File: config.mk
export PLATFORM = sky130hd
export DESIGN_NAME = uc_mc_flat
export DESIGN_NICKNAME = d
export VERILOG_FILES = /design/src/rtl/rv_pkg.sv /design/src/rtl/uc_mc_if.sv /design/src/rtl/rv_alu_dec.sv /design/src/rtl/uc_mc.sv /design/src/flat_wrapper.sv
export SDC_FILE = /design/constraint.sdc
export NUM_CORES = 1
export LEC_CHECK = 0
export BUFFER_PORTS_ARGS = -buffer_cell sky130_fd_sc_hd__buf_2
export CELL_PAD_IN_SITES_DETAIL_PLACEMENT = 1
export CELL_PAD_IN_SITES_GLOBAL_PLACEMENT = 1
export CORE_MARGIN = 4
export CORE_UTILIZATION = 32
export CTS_CLUSTER_SIZE = 10
export DETAILED_ROUTE_END_ITERATION = 8
export GPL_ROUTABILITY_DRIVEN = 1
export GPL_TIMING_DRIVEN = 0
export PLACE_DENSITY_LB_ADDON = 0.1
export SYNTH_ARGS = -nofsm -noshare
export SYNTH_HDL_FRONTEND = slang
export SYNTH_SLANG_ARGS = --single-unit
File: constraint.sdc
create_clock -name clk -period 1.75 [get_ports clk]
set_input_delay 0.35 -clock clk [delete_from_list [all_inputs] [get_ports clk]]
set_output_delay 0.35 -clock clk [all_outputs]
set_load 0.03 [all_outputs]
File: src/rtl/rv_pkg.sv
// rtl/rv_pkg.sv - opcode, control-code, state and trap-cause constants for uc_mc
package rv_pkg;

    localparam logic [6:0] OP_R      = 7'b0110011;
    localparam logic [6:0] OP_I      = 7'b0010011;
    localparam logic [6:0] OP_LOAD   = 7'b0000011;
    localparam logic [6:0] OP_STORE  = 7'b0100011;
    localparam logic [6:0] OP_BRANCH = 7'b1100011;
    localparam logic [6:0] OP_JAL    = 7'b1101111;
    localparam logic [6:0] OP_JALR   = 7'b1100111;
    localparam logic [6:0] OP_LUI    = 7'b0110111;

    localparam logic [3:0] ALU_ADD    = 4'b0000;
    localparam logic [3:0] ALU_SUB    = 4'b1000;
    localparam logic [3:0] ALU_PASS_B = 4'b1111;

    localparam logic [1:0] PC_PLUS4  = 2'b00;
    localparam logic [1:0] PC_TARGET = 2'b01;
    localparam logic [1:0] PC_JALR   = 2'b10;
    localparam logic [1:0] PC_TRAP   = 2'b11;

    localparam logic [1:0] RF_ALU = 2'b00;
    localparam logic [1:0] RF_MDR = 2'b01;
    localparam logic [1:0] RF_PC4 = 2'b10;

    localparam logic [2:0] ST_FETCH  = 3'd0;
    localparam logic [2:0] ST_DECODE = 3'd1;
    localparam logic [2:0] ST_EXEC   = 3'd2;
    localparam logic [2:0] ST_MEM    = 3'd3;
    localparam logic [2:0] ST_WB     = 3'd4;
    localparam logic [2:0] ST_TRAP   = 3'd5;

    typedef enum logic [1:0] {
        CAUSE_NONE    = 2'b00,
        CAUSE_ILLEGAL = 2'b01,
        CAUSE_TIMEOUT = 2'b10
    } trap_cause_e;

    // flags = {zero, neg, carry, ovf} from a subtract; carry set means a >= b unsigned
    function automatic logic branch_taken(input logic [2:0] funct3, input logic [3:0] flags);
        logic lt_s;
        logic taken;
        lt_s = flags[2] ^ flags[0];
        case (funct3)
            3'b000:  taken = flags[3];
            3'b001:  taken = !flags[3];
            3'b100:  taken = lt_s;
            3'b101:  taken = !lt_s;
            3'b110:  taken = !flags[1];
            3'b111:  taken = flags[1];
            default: taken = 1'b0;
        endcase
        return taken;
    endfunction

endpackage

File: src/rtl/uc_mc_if.sv
// rtl/uc_mc_if.sv - instruction/data memory request-acknowledge bundle
interface uc_mc_if;

    logic i_req;
    logic i_ack;
    logic d_req;
    logic d_we;
    logic d_ack;

    modport master (output i_req, d_req, d_we, input i_ack, d_ack);
    modport slave  (input i_req, d_req, d_we, output i_ack, d_ack);

endinterface

File: src/rtl/rv_alu_dec.sv
// rtl/rv_alu_dec.sv - maps opcode/funct3/funct7_5 to alu_cmd, alu_src and an illegal flag
module rv_alu_dec
    import rv_pkg::*;
(
    input  logic [6:0] opcode,
    input  logic [2:0] funct3,
    input  logic       funct7_5,
    output logic [3:0] alu_cmd,
    output logic       alu_src,
    output logic       illegal
);

    // Pure decode of the latched instruction; branch funct3 010/011 has no meaning
    always_comb begin
        alu_cmd = ALU_ADD;
        alu_src = 1'b0;
        illegal = 1'b0;
        case (opcode)
            OP_R: begin
                alu_cmd = {funct7_5, funct3};
            end
            OP_I: begin
                // funct7_5 only distinguishes srli/srai; for other I-ops it is immediate bits
                alu_cmd = {funct7_5 & (funct3 == 3'b101), funct3};
                alu_src = 1'b1;
            end
            OP_LUI: begin
                alu_cmd = ALU_PASS_B;
                alu_src = 1'b1;
            end
            OP_LOAD, OP_STORE: begin
                alu_src = 1'b1;
            end
            OP_BRANCH: begin
                alu_cmd = ALU_SUB;
                illegal = (funct3[2:1] == 2'b01);
            end
            OP_JAL: begin
                alu_src = 1'b0;
            end
            OP_JALR: begin
                // jalr target is rs1 + immediate, so the ALU takes the immediate operand
                alu_src = 1'b1;
            end
            default: begin
                illegal = 1'b1;
            end
        endcase
    end

endmodule

File: src/rtl/uc_mc.sv
// rtl/uc_mc.sv - multi-cycle RV-style control unit with memory watchdog and trap handling
module uc_mc
    import rv_pkg::*;
#(
    parameter int unsigned TIMEOUT      = 16,
    parameter bit          HALT_ON_TRAP = 1'b1
) (
    input  logic           clk,
    input  logic           rst_n,
    input  logic [6:0]     opcode,
    input  logic [2:0]     funct3,
    input  logic           funct7_5,
    input  logic [3:0]     alu_flags,
    uc_mc_if.master        mem,
    output logic           ir_we,
    output logic           mdr_we,
    output logic           pc_we,
    output logic           rf_we,
    output logic           alu_src,
    output logic [1:0]     pc_src,
    output logic [1:0]     rf_src,
    output logic [3:0]     alu_cmd,
    output logic           trap,
    output logic [1:0]     trap_cause
);

    localparam int CW = (TIMEOUT < 2) ? 1 : $clog2(TIMEOUT + 1);
    localparam logic [CW:0] WD_LIMIT = (CW + 1)'(TIMEOUT);

    logic [2:0]    state;
    logic [2:0]    state_nx;
    trap_cause_e   cause;
    trap_cause_e   cause_nx;
    logic [CW-1:0] wd_cnt;
    logic          wd_active;
    logic          wd_hit;

    logic [3:0]    dec_cmd;
    logic          dec_src;
    logic          dec_illegal;

    logic          c_i_req;
    logic          c_d_req;
    logic          c_d_we;
    logic          c_ir_we;
    logic          c_mdr_we;
    logic          c_pc_we;
    logic          c_rf_we;
    logic          c_alu_src;
    logic [1:0]    c_pc_src;
    logic [1:0]    c_rf_src;
    logic [3:0]    c_alu_cmd;
    logic          c_trap;

    rv_alu_dec u_alu_dec (
        .opcode   (opcode),
        .funct3   (funct3),
        .funct7_5 (funct7_5),
        .alu_cmd  (dec_cmd),
        .alu_src  (dec_src),
        .illegal  (dec_illegal)
    );

    // A wait cycle is any request cycle without its ack; acks outside requests never count
    assign wd_active = ((state == ST_FETCH) && !mem.i_ack) || ((state == ST_MEM) && !mem.d_ack);
    // Ack takes priority: this is only consulted on cycles that were not acked
    assign wd_hit    = (TIMEOUT != 0) && (({1'b0, wd_cnt} + 1'b1) == WD_LIMIT);

    // Next-state and per-state control outputs
    always_comb begin
        state_nx  = state;
        cause_nx  = cause;
        c_i_req   = 1'b0;
        c_d_req   = 1'b0;
        c_d_we    = 1'b0;
        c_ir_we   = 1'b0;
        c_mdr_we  = 1'b0;
        c_pc_we   = 1'b0;
        c_rf_we   = 1'b0;
        c_alu_src = 1'b0;
        c_pc_src  = PC_PLUS4;
        c_rf_src  = RF_ALU;
        c_alu_cmd = ALU_ADD;
        c_trap    = 1'b0;
        case (state)
            ST_FETCH: begin
                c_i_req = 1'b1;
                if (mem.i_ack) begin
                    c_ir_we  = 1'b1;
                    state_nx = ST_DECODE;
                end else if (wd_hit) begin
                    state_nx = ST_TRAP;
                    cause_nx = CAUSE_TIMEOUT;
                end
            end
            ST_DECODE: begin
                if (dec_illegal) begin
                    state_nx = ST_TRAP;
                    cause_nx = CAUSE_ILLEGAL;
                end else begin
                    state_nx = ST_EXEC;
                end
            end
            ST_EXEC: begin
                c_alu_cmd = dec_cmd;
                c_alu_src = dec_src;
                case (opcode)
                    OP_BRANCH: begin
                        c_pc_we  = 1'b1;
                        c_pc_src = branch_taken(funct3, alu_flags) ? PC_TARGET : PC_PLUS4;
                        state_nx = ST_FETCH;
                    end
                    OP_JAL, OP_JALR: begin
                        c_rf_we  = 1'b1;
                        c_rf_src = RF_PC4;
                        c_pc_we  = 1'b1;
                        c_pc_src = (opcode == OP_JAL) ? PC_TARGET : PC_JALR;
                        state_nx = ST_FETCH;
                    end
                    OP_LOAD, OP_STORE: begin
                        state_nx = ST_MEM;
                    end
                    default: begin
                        state_nx = ST_WB;
                    end
                endcase
            end
            ST_MEM: begin
                c_d_req = 1'b1;
                c_d_we  = (opcode == OP_STORE);
                if (mem.d_ack) begin
                    if (opcode == OP_STORE) begin
                        c_pc_we  = 1'b1;
                        state_nx = ST_FETCH;
                    end else begin
                        c_mdr_we = 1'b1;
                        state_nx = ST_WB;
                    end
                end else if (wd_hit) begin
                    state_nx = ST_TRAP;
                    cause_nx = CAUSE_TIMEOUT;
                end
            end
            ST_WB: begin
                c_rf_we  = 1'b1;
                c_rf_src = (opcode == OP_LOAD) ? RF_MDR : RF_ALU;
                c_pc_we  = 1'b1;
                state_nx = ST_FETCH;
            end
            ST_TRAP: begin
                c_trap = 1'b1;
                if (!HALT_ON_TRAP) begin
                    c_pc_we  = 1'b1;
                    c_pc_src = PC_TRAP;
                    state_nx = ST_FETCH;
                    cause_nx = CAUSE_NONE;
                end
            end
            default: begin
                state_nx = ST_FETCH;
            end
        endcase
    end

    // State, trap cause and watchdog registers; counter restarts whenever a wait ends
    always_ff @(posedge clk) begin
        if (!rst_n) begin
            state  <= ST_FETCH;
            cause  <= CAUSE_NONE;
            wd_cnt <= '0;
        end else begin
            state  <= state_nx;
            cause  <= cause_nx;
            wd_cnt <= wd_active ? wd_cnt + 1'b1 : '0;
        end
    end

    // Everything is forced quiet while reset is held, independent of state
    assign mem.i_req  = rst_n & c_i_req;
    assign mem.d_req  = rst_n & c_d_req;
    assign mem.d_we   = rst_n & c_d_we;
    assign ir_we      = rst_n & c_ir_we;
    assign mdr_we     = rst_n & c_mdr_we;
    assign pc_we      = rst_n & c_pc_we;
    assign rf_we      = rst_n & c_rf_we;
    assign alu_src    = rst_n & c_alu_src;
    assign pc_src     = rst_n ? c_pc_src  : 2'b00;
    assign rf_src     = rst_n ? c_rf_src  : 2'b00;
    assign alu_cmd    = rst_n ? c_alu_cmd : 4'b0000;
    assign trap       = rst_n & c_trap;
    assign trap_cause = rst_n ? cause     : 2'b00;

endmodule

File: src/flat_wrapper.sv
// flat-port wrapper written by rule: the top's interface ports become plain ports
module uc_mc_flat import rv_pkg::*;
#(
    parameter int unsigned TIMEOUT      = 16,
    parameter bit          HALT_ON_TRAP = 1'b1
)
  (clk, rst_n, opcode, funct3, funct7_5, alu_flags, ir_we, mdr_we, pc_we, rf_we, alu_src, pc_src, rf_src, alu_cmd, trap, trap_cause, mem_i_req, mem_d_req, mem_d_we, mem_i_ack, mem_d_ack);
  uc_mc_if mem_i ();
  input  logic clk;
  input  logic rst_n;
  input  logic [6:0] opcode;
  input  logic [2:0] funct3;
  input  logic funct7_5;
  input  logic [3:0] alu_flags;
  output logic ir_we;
  output logic mdr_we;
  output logic pc_we;
  output logic rf_we;
  output logic alu_src;
  output logic [1:0] pc_src;
  output logic [1:0] rf_src;
  output logic [3:0] alu_cmd;
  output logic trap;
  output logic [1:0] trap_cause;
  output wire logic [$bits(mem_i.i_req)-1:0] mem_i_req;
  output wire logic [$bits(mem_i.d_req)-1:0] mem_d_req;
  output wire logic [$bits(mem_i.d_we)-1:0] mem_d_we;
  input wire logic [$bits(mem_i.i_ack)-1:0] mem_i_ack;
  input wire logic [$bits(mem_i.d_ack)-1:0] mem_d_ack;
  assign mem_i_req = mem_i.i_req;
  assign mem_d_req = mem_i.d_req;
  assign mem_d_we = mem_i.d_we;
  assign mem_i.i_ack = mem_i_ack;
  assign mem_i.d_ack = mem_d_ack;
  uc_mc #(.TIMEOUT(TIMEOUT), .HALT_ON_TRAP(HALT_ON_TRAP)) u_core (.clk(clk), .rst_n(rst_n), .opcode(opcode), .funct3(funct3), .funct7_5(funct7_5), .alu_flags(alu_flags), .mem(mem_i), .ir_we(ir_we), .mdr_we(mdr_we), .pc_we(pc_we), .rf_we(rf_we), .alu_src(alu_src), .pc_src(pc_src), .rf_src(rf_src), .alu_cmd(alu_cmd), .trap(trap), .trap_cause(trap_cause));
endmodule
# [Yosys cells after proc, flatten, opt, wreduce, memory -nomap -nowiden]
# Index checks and enable logic that the tools add are counted.
[op_classes] n_addsub=2 multipliers=0 div=0 order_cmp=0 n_eq_ne=23 shift=0 mux=46 bitwise=11 n_reduce_logical=18
[ops] operator="== test 7 x 6 -> 1 bit, second input constant" count=3
[ops] operator="== test 7 bit, second input constant" count=3
[ops] operator="2-to-1 mux 2 bit" count=10
[ops] operator="2-to-1 mux 1 bit" count=19
[ops] operator="== test 3 bit, second input constant" count=6
[ops] operator="one-hot mux 4 bit (4 select lines)" count=1
[ops] operator="2-to-1 mux 3 bit" count=5
[ops] operator="one-hot mux 3 bit (5 select lines)" count=1
[ops] operator="bitwise AND 1 bit" count=10
[ops] operator="2-to-1 mux 4 bit" count=2
[ops] operator="one-hot mux 2 bit (2 select lines)" count=2
[ops] operator="== test 7 x 2 -> 1 bit, second input constant" count=1
[ops] operator="== test 7 x 5 -> 1 bit, second input constant" count=1
[ops] operator="OR reduction 7 bit" count=1
[ops] operator="adder 5 x 1 -> 6 bit, second input constant" count=1
[ops] operator="== test 3 x 1 -> 1 bit, second input constant" count=2
[ops] operator="== test 3 x 2 -> 1 bit, second input constant" count=2
[ops] operator="== test 6 x 5 -> 1 bit, second input constant" count=1
[ops] operator="zero test 3 bit" count=2
[ops] operator="one-hot mux 1 bit (6 select lines)" count=1
[ops] operator="one-hot mux 2 bit (3 select lines)" count=1
[ops] operator="one-hot mux 3 bit (2 select lines)" count=1
[ops] operator="adder 5 x 1 -> 5 bit, second input constant" count=1
[ops] operator="zero test 1 bit" count=5
[ops] operator="14 further kinds" count=18
[word_totals] regBits=10 latchBits=0 ram_bits=0 mem_bits_ro=0 input_bits=19 word_cells=103 n_memories=0

# [Longest topological paths before layout]
# Gate-level depths: netlist of the first run.
[depth] depth_word=9 depth_mapped=6 ltp_nobuf=6

# [Cells and area by module]
# Synthesis of the first run repeated with hierarchy kept, for this count alone.
[unflattened] hier_cells=136 area_unflattened_um2=1007.2
[by_module_without_submodules] module="uc_mc" n_inst=1 cells_each=105 area_each_um2=798.3
[by_module_without_submodules] module="rv_alu_dec" n_inst=1 cells_each=31 area_each_um2=209.0

# [Worst setup path before layout of the first run]
# OpenSTA, ideal clock, no wires.
[synth_timing] path_type="reg-to-output" startpoint="register u_core.state[1]" endpoint="output alu_src" arrival_ps=1736 required_ps=1400 slack_ps=-336 stages_incl_launch_ff=4 path_cell_list="dfxtp_1 nor2b_1 nand2_1 nor4_1"
[synth_between] elab_chain_cells=3
[synth_lines] item="start, declared" line_no="uc_mc.sv:30" rtl="logic [2:0] state;"
[synth_lines] item="start signal, assigned" line_no="uc_mc.sv:172" rtl="state <= state_nx;"
[synth_lines] item="== test 3 x 2 -> 1 bit" line_no="uc_mc.sv:85" rtl="case (state)"
[synth_lines] item="2-to-1 mux 1 bit" line_no="uc_mc.sv:85"
[synth_lines] item="bitwise AND 1 bit" line_no="uc_mc.sv:186" rtl="assign alu_src = rst_n & c_alu_src;"
[synth_lines] item="end, declared" line_no="flat_wrapper.sv:19" rtl="output logic alu_src;"
# Every way passes these cells.

# [Worst setup path after layout of the first run]
[layout_timing] startpoint="input opcode[3]" endpoint="output pc_we"
[layout_between] elab_chain_cells=5
[layout_lines] item="start, declared" line_no="flat_wrapper.sv:11" rtl="input logic [6:0] opcode;"
[layout_lines] item="== test 7 bit or == test 7 x 6 -> 1 bit (tied branches)" line_no="uc_mc.sv:107, uc_mc.sv:132"
[layout_lines] item="OR reduction 3 bit (no source line) or 2-to-1 mux 1 bit (tied branches)"
[layout_lines] item="2-to-1 mux 1 bit, on equally long branches" line_no="uc_mc.sv:107, uc_mc.sv:131"
[layout_lines] item="one-hot mux 1 bit (3 select lines) *" line_no="uc_mc.sv:85"
[layout_lines] item="bitwise AND 1 bit *" line_no="uc_mc.sv:184" rtl="assign pc_we = rst_n & c_pc_we;"
[layout_lines] item="end, declared" line_no="flat_wrapper.sv:17" rtl="output logic pc_we;"
# Every way passes the cells marked *; elsewhere a longest branch is shown, timed or not.

==> results of run 1 <==
what timing repair did:
action / 4_1_cts / 5_1_grt
pin swaps: 9 / 9
endpoints found under the setup margin: 13 / 15
gates cloned: 0 / 0
buffers inserted: 13 / 5
hold endpoints to repair: 0 / 0
gates resized for setup: 44 / 19
per-layer routing:
metal	share of wire (%)	vias to the layer above	wire length (um)	GRT usage [%]
met2	50	38	1880	33.4
met3	5.2	10	198	5.03
li1	-	568	-	-
met4	2.6	0	97	4.64
met5	0	-	0	0
met1	42	550	1600	25.5
cell families after synthesis:
kind of cell | Yosys count
AND/OR/NAND/NOR | 61
AO/OA/AOI/OAI | 34
flip-flops | 10
buffers and inverters | 12
adder cells (fa/ha/maj) | 1
XOR/XNOR | 8
cell usage in the layout (no fill, tap or decap), drive strengths merged, types with 4 or more instances in the layout:
master  Yosys  final
buf         5     55
nor2       14     14
nand2      12     12
o21ai      11     11
dfxtp      10     10
inv         7      7
a21oi       6      6
xnor2       5      5
and3        5      5
nor3        5      5
nand3       5      5
nor2b       5      5
clkbuf      0      4
state kept, by name, summed over array words and instances (netlist names):
signal         count
u_core.wd_cnt      5
u_core.cause       2
u_core.state       3
power by group through the flow:
stage / Sequential (W) / Clock [W] / Combinational, W
after CTS: 0.000259 / 0.000168 / 0.000223
final: 0.000261 / 0.000159 / 0.000247
after floorplan: 0.000251 / 0 / 0.000135
after global placement: 0.000253 / 0 / 0.000197
after global routing: 0.000264 / 0.000179 / 0.000267
after detailed placement: 0.000254 / 0 / 0.000202
final timing paths:
kind / slack (ns) / endpoint / cells past startpoint / start
hold / removal: 0.41 / u_core.cause[1] / 2 / rst_n
hold reg to reg: 0.47 / u_core.wd_cnt[0] / 1 / u_core.wd_cnt[0]
setup / recovery: -0.12 / pc_we / 6 / opcode[3]
setup reg to reg: 0.25 / u_core.cause[1] / 5 / u_core.state[1]
worst max-delay path, cell delays in order:
cell and delay [ns]:
buf_2 0.16, or2_4 0.28, nor2_4 0.19, nand2_2 0.10, o211ai_1 0.23, buf_4 0.21
stage by stage:
step,hold WS (ns),instances
2_1_floorplan,0.425,126
3_3_place_gp,0.442,193
3_5_place_dp,0.456,193
4_1_cts,0.395,207
5_1_grt,0.410,211
6_report,0.411,211
cell usage after synthesis (2+ instances only):
cell      number
buf_2          5
inv_1          7
o21ai_0        9
nand3_1        5
a32oi_1        2
nor3_1         5
nor2_1        14
nor4_1         2
o211ai_1       2
o21ai_1        2
xnor2_1        5
xor2_1         3
nor2b_1        5
nand2_1       12
dfxtp_1       10
a21oi_1        6
and3_1         5
and2_1         2
a31oi_1        2
layout make-up:
type	count	area share, %
plain buffers	3	1.94
clock buffers	3	1.45
inverters	7	1.70
multi-input cells	104	53.0
flip-flops and latches	10	13.5
well taps	31	2.50
repair buffers	53	25.9
==> reports/qor.txt, run 1 <==
root buffer cell - clkbuf_4
status - complete, but fails checks
layout cell share with drive strength beyond 1 - 52.2%
Worst-Skew Late Latency - 0.27 ns
final WL - 3.78 mm
Core Region - 2730 um^2
final setup fails - 11
die width - 61.2 um
combinational group share of total power - 37.0%
post-detailed-route count of antenna-violating nets - 0
Final GP Congestion - 0.858
clk_skew - 0.00300 ns
synth warn - 0
Post-synth top flop - dfxtp_1
Die H - 61.2 um
minimum clock period - 1.87 ns
DR vias - 1166
failing checks - negative setup slack
Layout Utilization - 56.7%
syn_nets - 146
final worst setup slack - -0.124 ns
EDFF count, synth - 0
Post-Syn Area - 907 um^2
Num Clock Sinks - 10
Max VDD drop - 0.480 mV
total leakage power - 0.676 nW
Starting Density - 33.2%
Reg power frac - 39.1%
XOR/XNOR Fraction of Synth Area - 7.72%
pre-CTS WS - -0.343 ns
I/O Buffers - 36
CTS buffer count - 3
clock power share - 23.8%
P&R area growth vs syn - 70.8%
main combinational cell family by area after synthesis - simple AND/OR/NAND/NOR gates
Worst Hold Class - input port to flop
WP data required - 1.40 ns
Synth Area in Adders - 1.38%
area occupied by multi-input gates - 821 um^2
cts-stage hold buffer count - 0
Hold Fails Final Rpt - 0
Initial DRC Count - 40
crit path DAT - 1.52 ns
Pre-Repair DR Iteration Count - 4
leading area contributor after synthesis - dfxtp_1
Synth cell types - 42
Mapped Cells - 126
Sw Ratio - 35.4%
CTS H-Tree Depth - 1
setup TNS - -0.603 ns
CP max FO - 7
global-route wire length before repair - 5.57 mm
unrepaired setup endpoints after global routing - yes
via count of the first global-routing pass - 1181
top cell type's share of synthesized area - 22.1%
clk slew on worst S/H paths - 0.06 ns
GR Util All Layers - 19.9%
CTS tree - yes
sw power - 0.000236 W
Final Cycle Share - 107%
P_int - 0.000431 W
Layout Nets - 202
worst slew pin tran - 0.619 ns
crit path kind - input port to output port
post-route cell area - 1550 um^2
deepest clock path buffer count - 2
grt ovf - 0
Synth Area in Compound Gates - 25.4%
slew margin rel. - 58.3%
# DRC - 0
dpl cell area - 1230 um^2
register area share after synthesis - 22.1%
top area cells in the synthesized netlist - dfxtp_1 (22%), nor2_1 (5.8%), o21ai_0 (5.0%)
Peak Freq - 0.534 GHz
mux cell area share after synthesis - 0%
max-slew violations - 0
Die ar. - 3750 um^2
#FFs+latches synth - 10
io pins - 38
Max-Cap Viols - 0
vias per cell - 5.53
initial antenna violation count - 0
critical path launch point type - input port
Fill cells - 346
FF+latch area - 209 um^2
ys async rst share - 0%
post-DP HPWL - 2.32 mm
Wirelength per Cell - 17.9 um
largest net degree at the start of global routing - 11
Critical Path Sink Type - output port
Ant. Diodes - 0
power consumption - 0.000667 W
row count - 19
mean post-synth cell area - 7.20 um^2
pwr/cell area - 431 nW/um^2
Post-Synth Simple-Gate Area - 37.8%
Note: power is estimated with default switching activity, not from simulation.
==> inputs of run 2 (changes only) <==
Settings changed: CORE_ASPECT_RATIO from default to 1.75.
==> reports/qor.txt, run 2 (same netlist as run 1, synthesis figures left out) <==
dpl cell area - 1220 um^2 (was 1230 um^2)
Peak Freq - 0.549 GHz (was 0.534 GHz)
Worst path max stage delay - 0.56 ns (was 0.28 ns)
biggest regs - u_core.wd_cnt x5, u_core.state x3, u_core.cause x2 (unchanged)
Die H - 78.4 um (was 61.2 um)
Sw Ratio - 32.9% (was 35.4%)
deepest clock path buffer count - 2 (unchanged)
Worst Hold Class - input port to flop (unchanged)
grt ovf - 0 (unchanged)
Wirelength per Cell - 17.1 um (was 17.9 um)
commonest non-fill, non-tap cell in the layout - buf_2 (was buf_4)
startpoint of the worst register-to-register path - u_core.state[1] (unchanged)
Initial DRC Count - 20 (was 40)
Reg power frac - 35.3% (was 39.1%)
Max-Cap Viols - 0 (unchanged)
CTS tree - yes (unchanged)
initial antenna violation count - 0 (unchanged)
final worst setup slack - -0.0700 ns (was -0.124 ns)
Ant. Diodes - 0 (unchanged)
WP data required - 1.40 ns (about the same)
CP max FO - 4 (was 7)
Largest register FFs - 5 (unchanged)
Hold Fails Final Rpt - 0 (unchanged)
Core Region - 2720 um^2 (was 2730 um^2)
post-detailed-route count of antenna-violating nets - 0 (unchanged)
CTS H-Tree Depth - 1 (unchanged)
clk_skew - 0.00178 ns (was 0.00300 ns)
most flop-heavy register - u_core.wd_cnt (unchanged)
die width - 48.2 um (was 61.2 um)
clock power share - 32.6% (was 23.8%)
cell family with most CP delay - simple AND/OR/NAND/NOR gates (unchanged)
crit path kind - input port to output port (unchanged)
via count of the first global-routing pass - 1287 (was 1181)
power consumption - 0.000744 W (was 0.000667 W)
critical path launch point type - input port (unchanged)
Layout Nets - 196 (was 202)
row count - 25 (was 19)
sw power - 0.000245 W (was 0.000236 W)
most frequent cells in the layout - buf_2 (20), buf_4 (16), buf_6 (11) (was buf_4 (22), buf_2 (20), buf_6 (11))
I/O Buffers - 36 (unchanged)
largest net degree at the start of global routing - 11 (unchanged)
Max VDD drop - 0.205 mV (was 0.480 mV)
Die ar. - 3780 um^2 (was 3750 um^2)
DR vias - 1172 (was 1166)
Num Clock Sinks - 10 (unchanged)
Worst-Skew Late Latency - 0.24 ns (was 0.27 ns)
status - complete, but fails checks (unchanged)
global-route wire length before repair - 5.61 mm (was 5.57 mm)
Critical Path Sink Type - output port (unchanged)
worst slew pin tran - 0.575 ns (was 0.619 ns)
crit path from - opcode[6] (was opcode[3])
CP bufs+invs - 2 (unchanged)
clk slew on worst S/H paths - 0.05 ns (was 0.06 ns)
max-slew violations - 0 (unchanged)
vias per cell - 5.83 (was 5.53)
P_int - 0.000499 W (was 0.000431 W)
io pins - 38 (unchanged)
post-route cell area - 1530 um^2 (was 1550 um^2)
failing checks - negative setup slack (unchanged)
final WL - 3.44 mm (was 3.78 mm)
r2r setup slk - 0.08 ns (was 0.25 ns)
Final Cycle Share - 104% (was 107%)
crit-path cells - buf_12 > nand3b_4 > or4b_4 > a21oi_4 > buf_6 (was buf_2 > or2_4 > nor2_4 > nand2_2 > o211ai_1 > buf_4)
Final GP Congestion - 0.804 (was 0.858)
crit path DAT - 1.47 ns (was 1.52 ns)
post-DP HPWL - 2.44 mm (was 2.32 mm)
Layout Utilization - 56.0% (was 56.7%)
worst hold start - rst_n (unchanged)
pwr/cell area - 488 nW/um^2 (was 431 nW/um^2)
final setup fails - 3 (was 11)
minimum clock period - 1.82 ns (was 1.87 ns)
root buffer cell - clkbuf_8 (was clkbuf_4)
unrepaired setup endpoints after global routing - yes (unchanged)
P&R area growth vs syn - 68.1% (was 70.8%)
Pre-Repair DR Iteration Count - 4 (unchanged)
pre-CTS WS - -0.337 ns (was -0.343 ns)
# DRC - 0 (unchanged)
CP max stage cell - or4b_4 (was or2_4)
Starting Density - 33.3% (was 33.2%)
combinational group share of total power - 32.1% (was 37.0%)
CTS buffer count - 3 (unchanged)
slew margin rel. - 61.3% (was 58.3%)
setup TNS - -0.202 ns (was -0.603 ns)
total leakage power - 0.667 nW (was 0.676 nW)
GR Util All Layers - 20.1% (was 19.9%)
layout cell share with drive strength beyond 1 - 49.4% (was 52.2%)
==> run 2: cell types whose count changed in the layout (fill, tap and decap cells not counted), sizes merged <==
cell,change
clkbuf,-1
buf,-5
==> run 2: worst paths after layout <==
kind	end	cells after the start
max reg2reg	u_core.cause[1]	5
min	u_core.cause[1]	2
min reg2reg	u_core.wd_cnt[0]	1
max	alu_cmd[0]	5
==> run 2: routing by layer <==
metal | vias to the layer above | share of wire, % | routed length [um] | track usage [%]
li1 | 558 | - | - | -
met1 | 575 | 33 | 1140 | 20.1
met3 | 8 | 3.8 | 130 | 2.06
met2 | 31 | 60 | 2060 | 36.6
met4 | 0 | 2.9 | 100 | 10.2
met5 | - | 0 | 0 | 0
==> run 2: area by class of cell <==
| class | count | area (um^2) |
|---|---|---|
| repair buffers | 47 | 369 |
| well taps | 27 | 33.8 |
| fillers | 331 | 1200 |
| plain buffers | 3 | 30.0 |
| flip-flops and latches | 10 | 209 |
| clock buffers | 3 | 41.3 |
| inverters | 7 | 26.3 |
| multi-input cells | 104 | 816 |
==> run 2: stage by stage <==
step	instances	hold slack, ns
after CTS	200	0.456
after floorplan	126	0.425
after detailed placement	189	0.456
after global routing	201	0.453
final	201	0.452
after global placement	189	0.440
==> run 2: worst reg2reg max path, cell delays in order (launching register included) <==
cell and delay (ns):
dfxtp_4 0.37, buf_4 0.14, nor3_1 0.27, a31oi_1 0.11, nor4_2 0.48, o221a_1 0.25
==> run 2: what timing repair did <==
item                       4_1_cts  5_1_grt
resized for setup               48       10
hold buffers                     0        0
buffers inserted                10        1
pin swaps                       11        4
hold endpoints to repair         0        0
setup endpoints to repair       12       12
==> run 2: power by group through the flow <==
stage / clock network [W] / logic [W] / registers [W]
after global routing: 0.000257 / 0.000258 / 0.000265
after CTS: 0.000248 / 0.000225 / 0.000261
after floorplan: 0 / 0.000135 / 0.000251
final: 0.000243 / 0.000239 / 0.000262
after global placement: 0 / 0.000197 / 0.000253
after detailed placement: 0 / 0.000203 / 0.000254
